**src/rtl/decoder_pkg.sv**
```systemverilog
// Shared constants and helpers for the registered N-to-2^N decoder.
package decoder_pkg;

    localparam logic MODE_DIRECT = 1'b0;
    localparam logic MODE_SCAN   = 1'b1;

    localparam int unsigned ONEHOT_MAX_W = 64;

    // Active-high one-hot; the caller applies output polarity and narrows to its width.
    function automatic logic [ONEHOT_MAX_W-1:0] onehot(input int unsigned idx,
                                                       input int unsigned width);
        logic [ONEHOT_MAX_W-1:0] v;
        v = '0;
        if (idx < width && idx < ONEHOT_MAX_W) begin
            v[idx] = 1'b1;
        end
        return v;
    endfunction

endpackage

```
**src/rtl/decoder_scan_div.sv**
```systemverilog
// Scan-rate divider: counts run cycles and raises step on the last one of each period.
module decoder_scan_div #(
    parameter int unsigned SCAN_DIV = 4
) (
    input  logic clk,
    input  logic rst_n,
    input  logic run,
    output logic step
);

    localparam int unsigned DIV_W = (SCAN_DIV > 1) ? $clog2(SCAN_DIV) : 1;
    localparam logic [DIV_W-1:0] DIV_LAST = DIV_W'(SCAN_DIV - 1);

    logic [DIV_W-1:0] div_q, div_d;

    always_comb begin
        step  = run && (div_q == DIV_LAST);
        div_d = div_q + DIV_W'(1);
        if (!run || step) begin
            div_d = '0;
        end
    end

    always_ff @(posedge clk) begin
        if (!rst_n) begin
            div_q <= '0;
        end else begin
            div_q <= div_d;
        end
    end

endmodule

```
**src/rtl/decoder_n2n_seq.sv**
```systemverilog
// Registered SEL_W-to-2^SEL_W one-hot decoder with DIRECT decode and timed SCAN walk.
module decoder_n2n_seq
    import decoder_pkg::*;
#(
    parameter int unsigned SEL_W      = 2,
    parameter bit          ACTIVE_LOW = 1'b0,
    parameter int unsigned SCAN_DIV   = 4
) (
    input  logic                    clk,
    input  logic                    rst_n,
    input  logic                    enable,
    input  logic                    mode,
    input  logic                    sel_valid,
    input  logic [SEL_W-1:0]        sel,
    output logic [(1<<SEL_W)-1:0]   y,
    output logic                    y_valid,
    output logic [SEL_W-1:0]        cur_idx,
    output logic                    scan_wrap
);

    localparam int unsigned OUT_W = 1 << SEL_W;
    localparam logic [OUT_W-1:0] INACTIVE = {OUT_W{ACTIVE_LOW}};
    localparam logic [SEL_W-1:0] IDX_LAST = SEL_W'(OUT_W - 1);

    logic [SEL_W-1:0] cur_idx_q, cur_idx_d;
    logic [OUT_W-1:0] y_q, y_d;
    logic             y_valid_q, y_valid_d;
    logic             scan_wrap_q, scan_wrap_d;

    logic             scan_mode;
    logic             step;
    logic             vld;
    logic [SEL_W-1:0] next_idx;
    logic [OUT_W-1:0] y_oh;

    assign scan_mode = (mode == MODE_SCAN);

    decoder_scan_div #(
        .SCAN_DIV (SCAN_DIV)
    ) u_scan_div (
        .clk   (clk),
        .rst_n (rst_n),
        .run   (enable && scan_mode),
        .step  (step)
    );

    always_comb begin
        next_idx = cur_idx_q;
        if (scan_mode) begin
            // Power-of-two output count makes the natural overflow the scan wrap.
            if (step) begin
                next_idx = cur_idx_q + SEL_W'(1);
            end
        end else if (sel_valid) begin
            next_idx = sel;
        end

        vld  = scan_mode || sel_valid || y_valid_q;
        y_oh = OUT_W'(onehot(32'(next_idx), OUT_W));

        cur_idx_d   = cur_idx_q;
        y_valid_d   = 1'b0;
        y_d         = INACTIVE;
        scan_wrap_d = 1'b0;
        if (enable) begin
            cur_idx_d   = next_idx;
            y_valid_d   = vld;
            y_d         = vld ? (y_oh ^ INACTIVE) : INACTIVE;
            scan_wrap_d = step && (cur_idx_q == IDX_LAST);
        end
    end

    always_ff @(posedge clk) begin
        if (!rst_n) begin
            cur_idx_q   <= '0;
            y_q         <= INACTIVE;
            y_valid_q   <= 1'b0;
            scan_wrap_q <= 1'b0;
        end else begin
            cur_idx_q   <= cur_idx_d;
            y_q         <= y_d;
            y_valid_q   <= y_valid_d;
            scan_wrap_q <= scan_wrap_d;
        end
    end

    assign y         = y_q;
    assign y_valid   = y_valid_q;
    assign cur_idx   = cur_idx_q;
    assign scan_wrap = scan_wrap_q;

endmodule

```
**config.mk**
```make
export PLATFORM = sky130hd
export DESIGN_NAME = decoder_n2n_seq
export DESIGN_NICKNAME = d
export VERILOG_FILES = /design/src/rtl/decoder_pkg.sv /design/src/rtl/decoder_scan_div.sv /design/src/rtl/decoder_n2n_seq.sv
export SDC_FILE = /design/constraint.sdc
export NUM_CORES = 1
export LEC_CHECK = 0
export CAP_MARGIN = 5
export CORE_AREA = 2 2 39 41
export DETAILED_ROUTE_END_ITERATION = 8
export DIE_AREA = 0 0 41 43
export PLACE_DENSITY = 0.67
export SETUP_SLACK_MARGIN = 0.2
export SYNTH_ARGS = -nofsm -noshare
export SYNTH_HDL_FRONTEND = slang
export SYNTH_SLANG_ARGS = --single-unit
```
**constraint.sdc**
```tcl
create_clock -name clk -period 1.5 [get_ports clk]
set_clock_uncertainty 0.05 [all_clocks]
set_input_delay 0.3 -clock clk [delete_from_list [all_inputs] [get_ports clk]]
set_output_delay 0.3 -clock clk [all_outputs]
set_load 0.02 [all_outputs]
```
After elaboration in Yosys (flattened, before gate mapping). Index checks and enable logic that the tools add are counted.

Bits of input ports: 7. Logic and storage cells: 28. Flip-flop bits (word level): 10. Output and inout bits: 8.

Equal/unequal tests: 2. Add/subtract/negate cells: 2. Magnitude comparators: 2. Muxes and demuxes: 5. Reductions and logical operators: 11. Bitwise gates (word level): 1.

Operators by type and width (count): < comparator 2 x 7 -> 1 bit, second input constant (1); two-way mux 2 bit (3); adder 2 x 1 -> 2 bit, second input constant (2); equality test 2 bit, second input constant (2); logical AND 1 bit (4); logical OR 1 bit (3); AND reduction 3 bit (1); demux 1 bit (select 2 bit) (1); >= comparator 2 x 1 -> 1 bit, second input constant (1); AND reduction 2 bit (1); OR reduction 2 bit (1); zero test 1 bit (1); two-way mux 1 bit (1); NOT 1 bit (1).

Longest topological paths before layout.
Word-level depth: 8. Gate-level depth with buffers: 4.

Hierarchy. Synthesis repeated with hierarchy kept, for this count alone.

Cells, all modules: 37. Area total of the unflattened synthesis: 446.7 um^2.

Modules (own cells, without submodules): decoder_n2n_seq (instances 1, seq. area each 160.2 um^2, cells each 31, area an instance 362.8 um^2); decoder_scan_div (instances 1, seq. area each 40.0 um^2, cells each 6, area an instance 83.8 um^2).

Least setup slack after synthesis. Ideal clock, no wire load.

Path type: flip-flop to flip-flop. Start point: register cur_idx_q[0], in the netlist cur_idx[0]. End point: register y_q[1], in the netlist y[1]. Required time: 1.370 ns. Setup time: 0.080 ns. Period minus slack after synthesis: 1.340 ns. Slack: 0.160 ns. Arrival: 1.210 ns. Cell stages (with the launch flop): 5. Cells stage by stage: dfxtp_1 > ha_1 > nand4b_1 > o221a_1 > a211oi_2.

Word-level cells in the longest chain between the ends: 7. Elaborated cells on any way between the ends: 9. Those cells by class: 1 x add/sub; 2 x order compare; 5 x mux; 1 x reduce/logical.

Ends and longest elaborated chain: from (decl) (line decoder_n2n_seq.sv:25) `logic [SEL_W-1:0] cur_idx_q, cur_idx_d;`; from (signal assigned) (line decoder_n2n_seq.sv:80) `cur_idx_q <= cur_idx_d;`; adder 2 x 1 -> 2 bit (line decoder_n2n_seq.sv:52) `next_idx = cur_idx_q + SEL_W'(1);`; two-way mux 2 bit (line decoder_n2n_seq.sv:51) `if (step) begin`; two-way mux 2 bit (*) (line decoder_n2n_seq.sv:49) `if (scan_mode) begin`; < comparator 2 x 7 -> 1 bit (implied by the code) or >= comparator 2 x 1 -> 1 bit (tied branches) (line decoder_pkg.sv:15) `v[idx] = 1'b1;`; logical AND 1 bit (implied by the code) (line decoder_pkg.sv:15); two-way mux 1 bit (implied by the code) (line decoder_pkg.sv:15); demux 1 bit (select 2 bit) (*) (line decoder_pkg.sv:15); to (signal assigned) (line decoder_n2n_seq.sv:81) `y_q <= y_d;`; to (decl) (line decoder_n2n_seq.sv:26) `logic [OUT_W-1:0] y_q, y_d;`.

Every way passes the cells marked *; elsewhere a longest branch is shown, timed or not. A chain may end at the register's enable or synchronous reset.

Worst setup path in the final report.
Start point: register cur_idx_q[0], in the netlist cur_idx[0]. End point: output cur_idx[0].

RTL lines: to (decl) (line decoder_n2n_seq.sv:17) `output logic [SEL_W-1:0] cur_idx,`.

No word-level cell between the ends.

==> impl_results.md <==
* Clock slew at reported path FFs at 0.06 ns
* HPWL Detailed at roughly 750 um
* RSZ-0062 raised after global routing: true
* Clock Latency Late Sink at 0.26 ns
* Worst IR Drop VDD at 0.000625 V
* Seq/Total Area, Yosys at 0.432
* Core area at around 1400 um2
* CTS HTree Levels at 1
* Worst setup EP type: primary output
* Sequential share of power at 0.446
* Root Driver: clkbuf_4
* Final period util at 0.863
* Area share of the largest cell type after synthesis at 0.432
* CP required at about 1.2 ns
* Setup_tns at 0 ns
* Routed wire length per instance at between 10 and 15 um
* Most area-hungry cell type in the Yosys netlist: dfxtp_1
* Drt first pass iters at 4
* CTS Buffer Depth at 2
* Cells after synthesis at between 40 and 50
* Vias/cell at just over 5
* Ys Warns at 0
* Met2 wire len at between 400 and 500 um
* LEAKAGE at 0.315 nW
* Syn nets at between 50 and 60
* Maximum Capacitance Violations at 0
* DIE HEIGHT at 43 um
* DRT antenna net count at 0
* Final GP Congestion at about 0.84
* Relative slew slack at 0.799
* Least-Margin Pin Slew at between 0.3 and 0.4 ns
* First-pass GRT wire length at 1670 um
* Switch Pwr at between 0.00015 and 0.0002 W
* Max Used Layer: met4
* Final WS setup at a little over 0.2 ns
* Post-CTS Hold Buffers at 0
* Vias after detailed routing at about 430
* Minimum clock period at between 1 and 1.5 ns
* Fillers at approximately 140
* Ranking of synthesized cells by area: dfxtp_1 (43%), ha_1 (5.4%), nand4b_1 (3.8%)
* Metal1 wirelength at roughly 450 um
* Comb pwr share at 0.178
* Max Slew Vio Count at 0
* Initial DRC Count at 2
* Ant. Diodes at 0
* Final setup fails at 0
* CP startpoint kind: flip-flop
* Max Fclk at between 700 and 800 MHz
* Die Wd at between 40 and 50 um
* Routed wire length at a little under 1000 um
* Unique masters post-synth at 25
* Internal Power at 0.000481 W
* PortBufs at 14
* Synth Register Bits at 10
* Initial antenna violation count at 0
* Cell area after synthesis at 463 um2
* Layout area overhead at 60.3%
* Clock power frac at 0.375
* Fin. Hold Viols at 0
* Initial Util at 0.335
* Pwr/cell area at ~850 nW/um2
* Critical path's slowest cell: dfxtp_4
* Share of layout cells above drive strength 1 at 0.406
* CTS sink cnt at 10
* Pre-CTS setup slack at -0.289 ns
* Die area at 1760 um2
* TritonCTS clock tree: yes
* Largest net degree at the start of global routing at 10
* Crit path cell chain: dlygate4sd2_1
* Vias in the first global route at around 380
* Mean Syn Cell Area at between 10 and 15 um2
* Clock buffer count from CTS at 3
* Met3 WL at around 52 um
* DR DRC count at 0
* Critical path class: reg2out
* # rows at 14
* Final nets at a little under 80
* Worst hold path type: reg2reg
* CP Buf/Inv Count at 1
* Arrival time worst endpoint at 0.94 ns
* CP max FO at 3
* # IOs at 15
* Total congestion overflow at 0
* Status: completed
* Sw Share at 0.241
* All-Layer GR Usage at 0.147
* Delay-heaviest family, CP: flip-flops
* Largest stage delay, worst path at 0.36 ns
## layout by cell type, fill, tap and decap left out
| cell | n |
|---|---|
| mux2_4 | 1 |
| a31oi_1 | 1 |
| o221a_1 | 1 |
| nor2_1 | 1 |
| nand3b_1 | 2 |
| and3_4 | 1 |
| clkdlybuf4s50_1 | 3 |
| nand2b_1 | 2 |
| dlygate4sd2_1 | 8 |
| nor3_1 | 1 |
| buf_4 | 9 |
| o21ai_2 | 1 |
| o21ai_0 | 1 |
| clkbuf_8 | 1 |
| nor4_2 | 2 |
| inv_1 | 1 |
| dfxtp_2 | 2 |
| o311ai_2 | 1 |
| dfxtp_4 | 1 |
| nor3b_1 | 1 |
| nand3_1 | 3 |
| buf_2 | 1 |
| ha_1 | 1 |
| dfxtp_1 | 7 |
| clkbuf_4 | 3 |
| clkdlybuf4s15_1 | 1 |
| o221ai_4 | 1 |
| nand4b_1 | 2 |
| ha_4 | 1 |
| a211oi_2 | 2 |
| and2_1 | 2 |
| nand2_1 | 3 |
| clkbuf_2 | 1 |
## state kept, by name, summed over array words and instances (netlist names)
register	flops
cur_idx	2
scan_wrap	1
u_scan_div.div_q	2
y	4
y_valid	1
## metrics by stage
stage | instance area [um2] | cells | total power, W | util | hold slack (ns)
after floorplan | 465 | 44 | 0.000344 | - | 0.354
after global placement | 662 | 79 | 0.000397 | 0.478 | 0.368
after detailed placement | 662 | 79 | 0.000397 | 0.478 | 0.384
after CTS | 736 | 85 | 0.000646 | 0.532 | 0.448
after global routing | 742 | 85 | 0.000675 | 0.536 | 0.404
final | 742 | 85 | 0.000633 | 0.536 | 0.392
## logic make-up (layout without fill, tap and decap cells)
kind of cell               after synthesis  in the layout  share of synthesized area
muxes                                    1              1                     0.0324
AOI/OAI and AO/OA                        8              8                      0.157
buffers and inverters                    3             28                     0.0432
and+or+nand+nor                         20             20                      0.281
DFF                                     10             10                      0.432
adders and majority gates                2              2                     0.0540
## routing by layer
metal | up-vias | GRT usage
met5 | - | 0
met4 | 0 | 0.0600
met3 | 2 | 0.0995
met2 | 12 | 0.197
met1 | 200 | 0.177
li1 | 215 | -
## synthesized netlist by cell type
cell	instances
nand3b_1	2
and3_4	1
ha_1	2
mux2_4	1
o221ai_1	1
buf_2	1
nor4_2	1
nand2b_1	2
o221a_1	1
buf_6	1
dfxtp_1	10
nand4b_1	2
nand2_1	3
nand3_1	3
nor4_1	1
a211oi_1	1
nor3b_1	1
o21ai_0	2
a211oi_2	1
o311ai_2	1
inv_1	1
and2_1	2
nor2_1	1
a31oi_1	1
nor3_1	1
## power by group through the flow
stage	registers [W]	clock network (W)	logic [W]
after floorplan	0.000299	0	0.0000447
after global placement	0.000290	0	0.000107
after detailed placement	0.000290	0	0.000108
after CTS	0.000282	0.000251	0.000112
after global routing	0.000284	0.000267	0.000124
final	0.000283	0.000237	0.000113
## area by class of cell
type	instances	area (um2)	share of cell area
well taps	16	20.0	0.0270
flip-flops and latches	10	206	0.278
multi-input cells	31	288	0.388
inverters	1	3.75	0.00506
clock buffers	4	36.3	0.0489
repair buffers	23	188	0.253
## final timing paths
check	depth (start not counted)	startpoint	end	slack (ns)
setup / recovery	1	cur_idx[0]$_SDFFE_PN0P_	cur_idx[0]	0.21
hold / removal	1	u_scan_div.div_q[0]$_SDFF_PP0_	u_scan_div.div_q[0]$_SDFF_PP0_	0.39
setup reg to reg	5	cur_idx[0]$_SDFFE_PN0P_	cur_idx[1]$_SDFFE_PN0P_	0.21
hold reg to reg	1	u_scan_div.div_q[0]$_SDFF_PP0_	u_scan_div.div_q[0]$_SDFF_PP0_	0.39
## what timing repair did
| item | CTS | global route |
|---|---|---|
| pin swaps | 2 | 1 |
| setup buffers | 2 | 0 |
| endpoints found under the hold margin | 0 | 0 |
| resized for setup | 20 | 7 |
| setup endpoints to repair | 14 | 9 |
(Power assumes the default switching activity.)
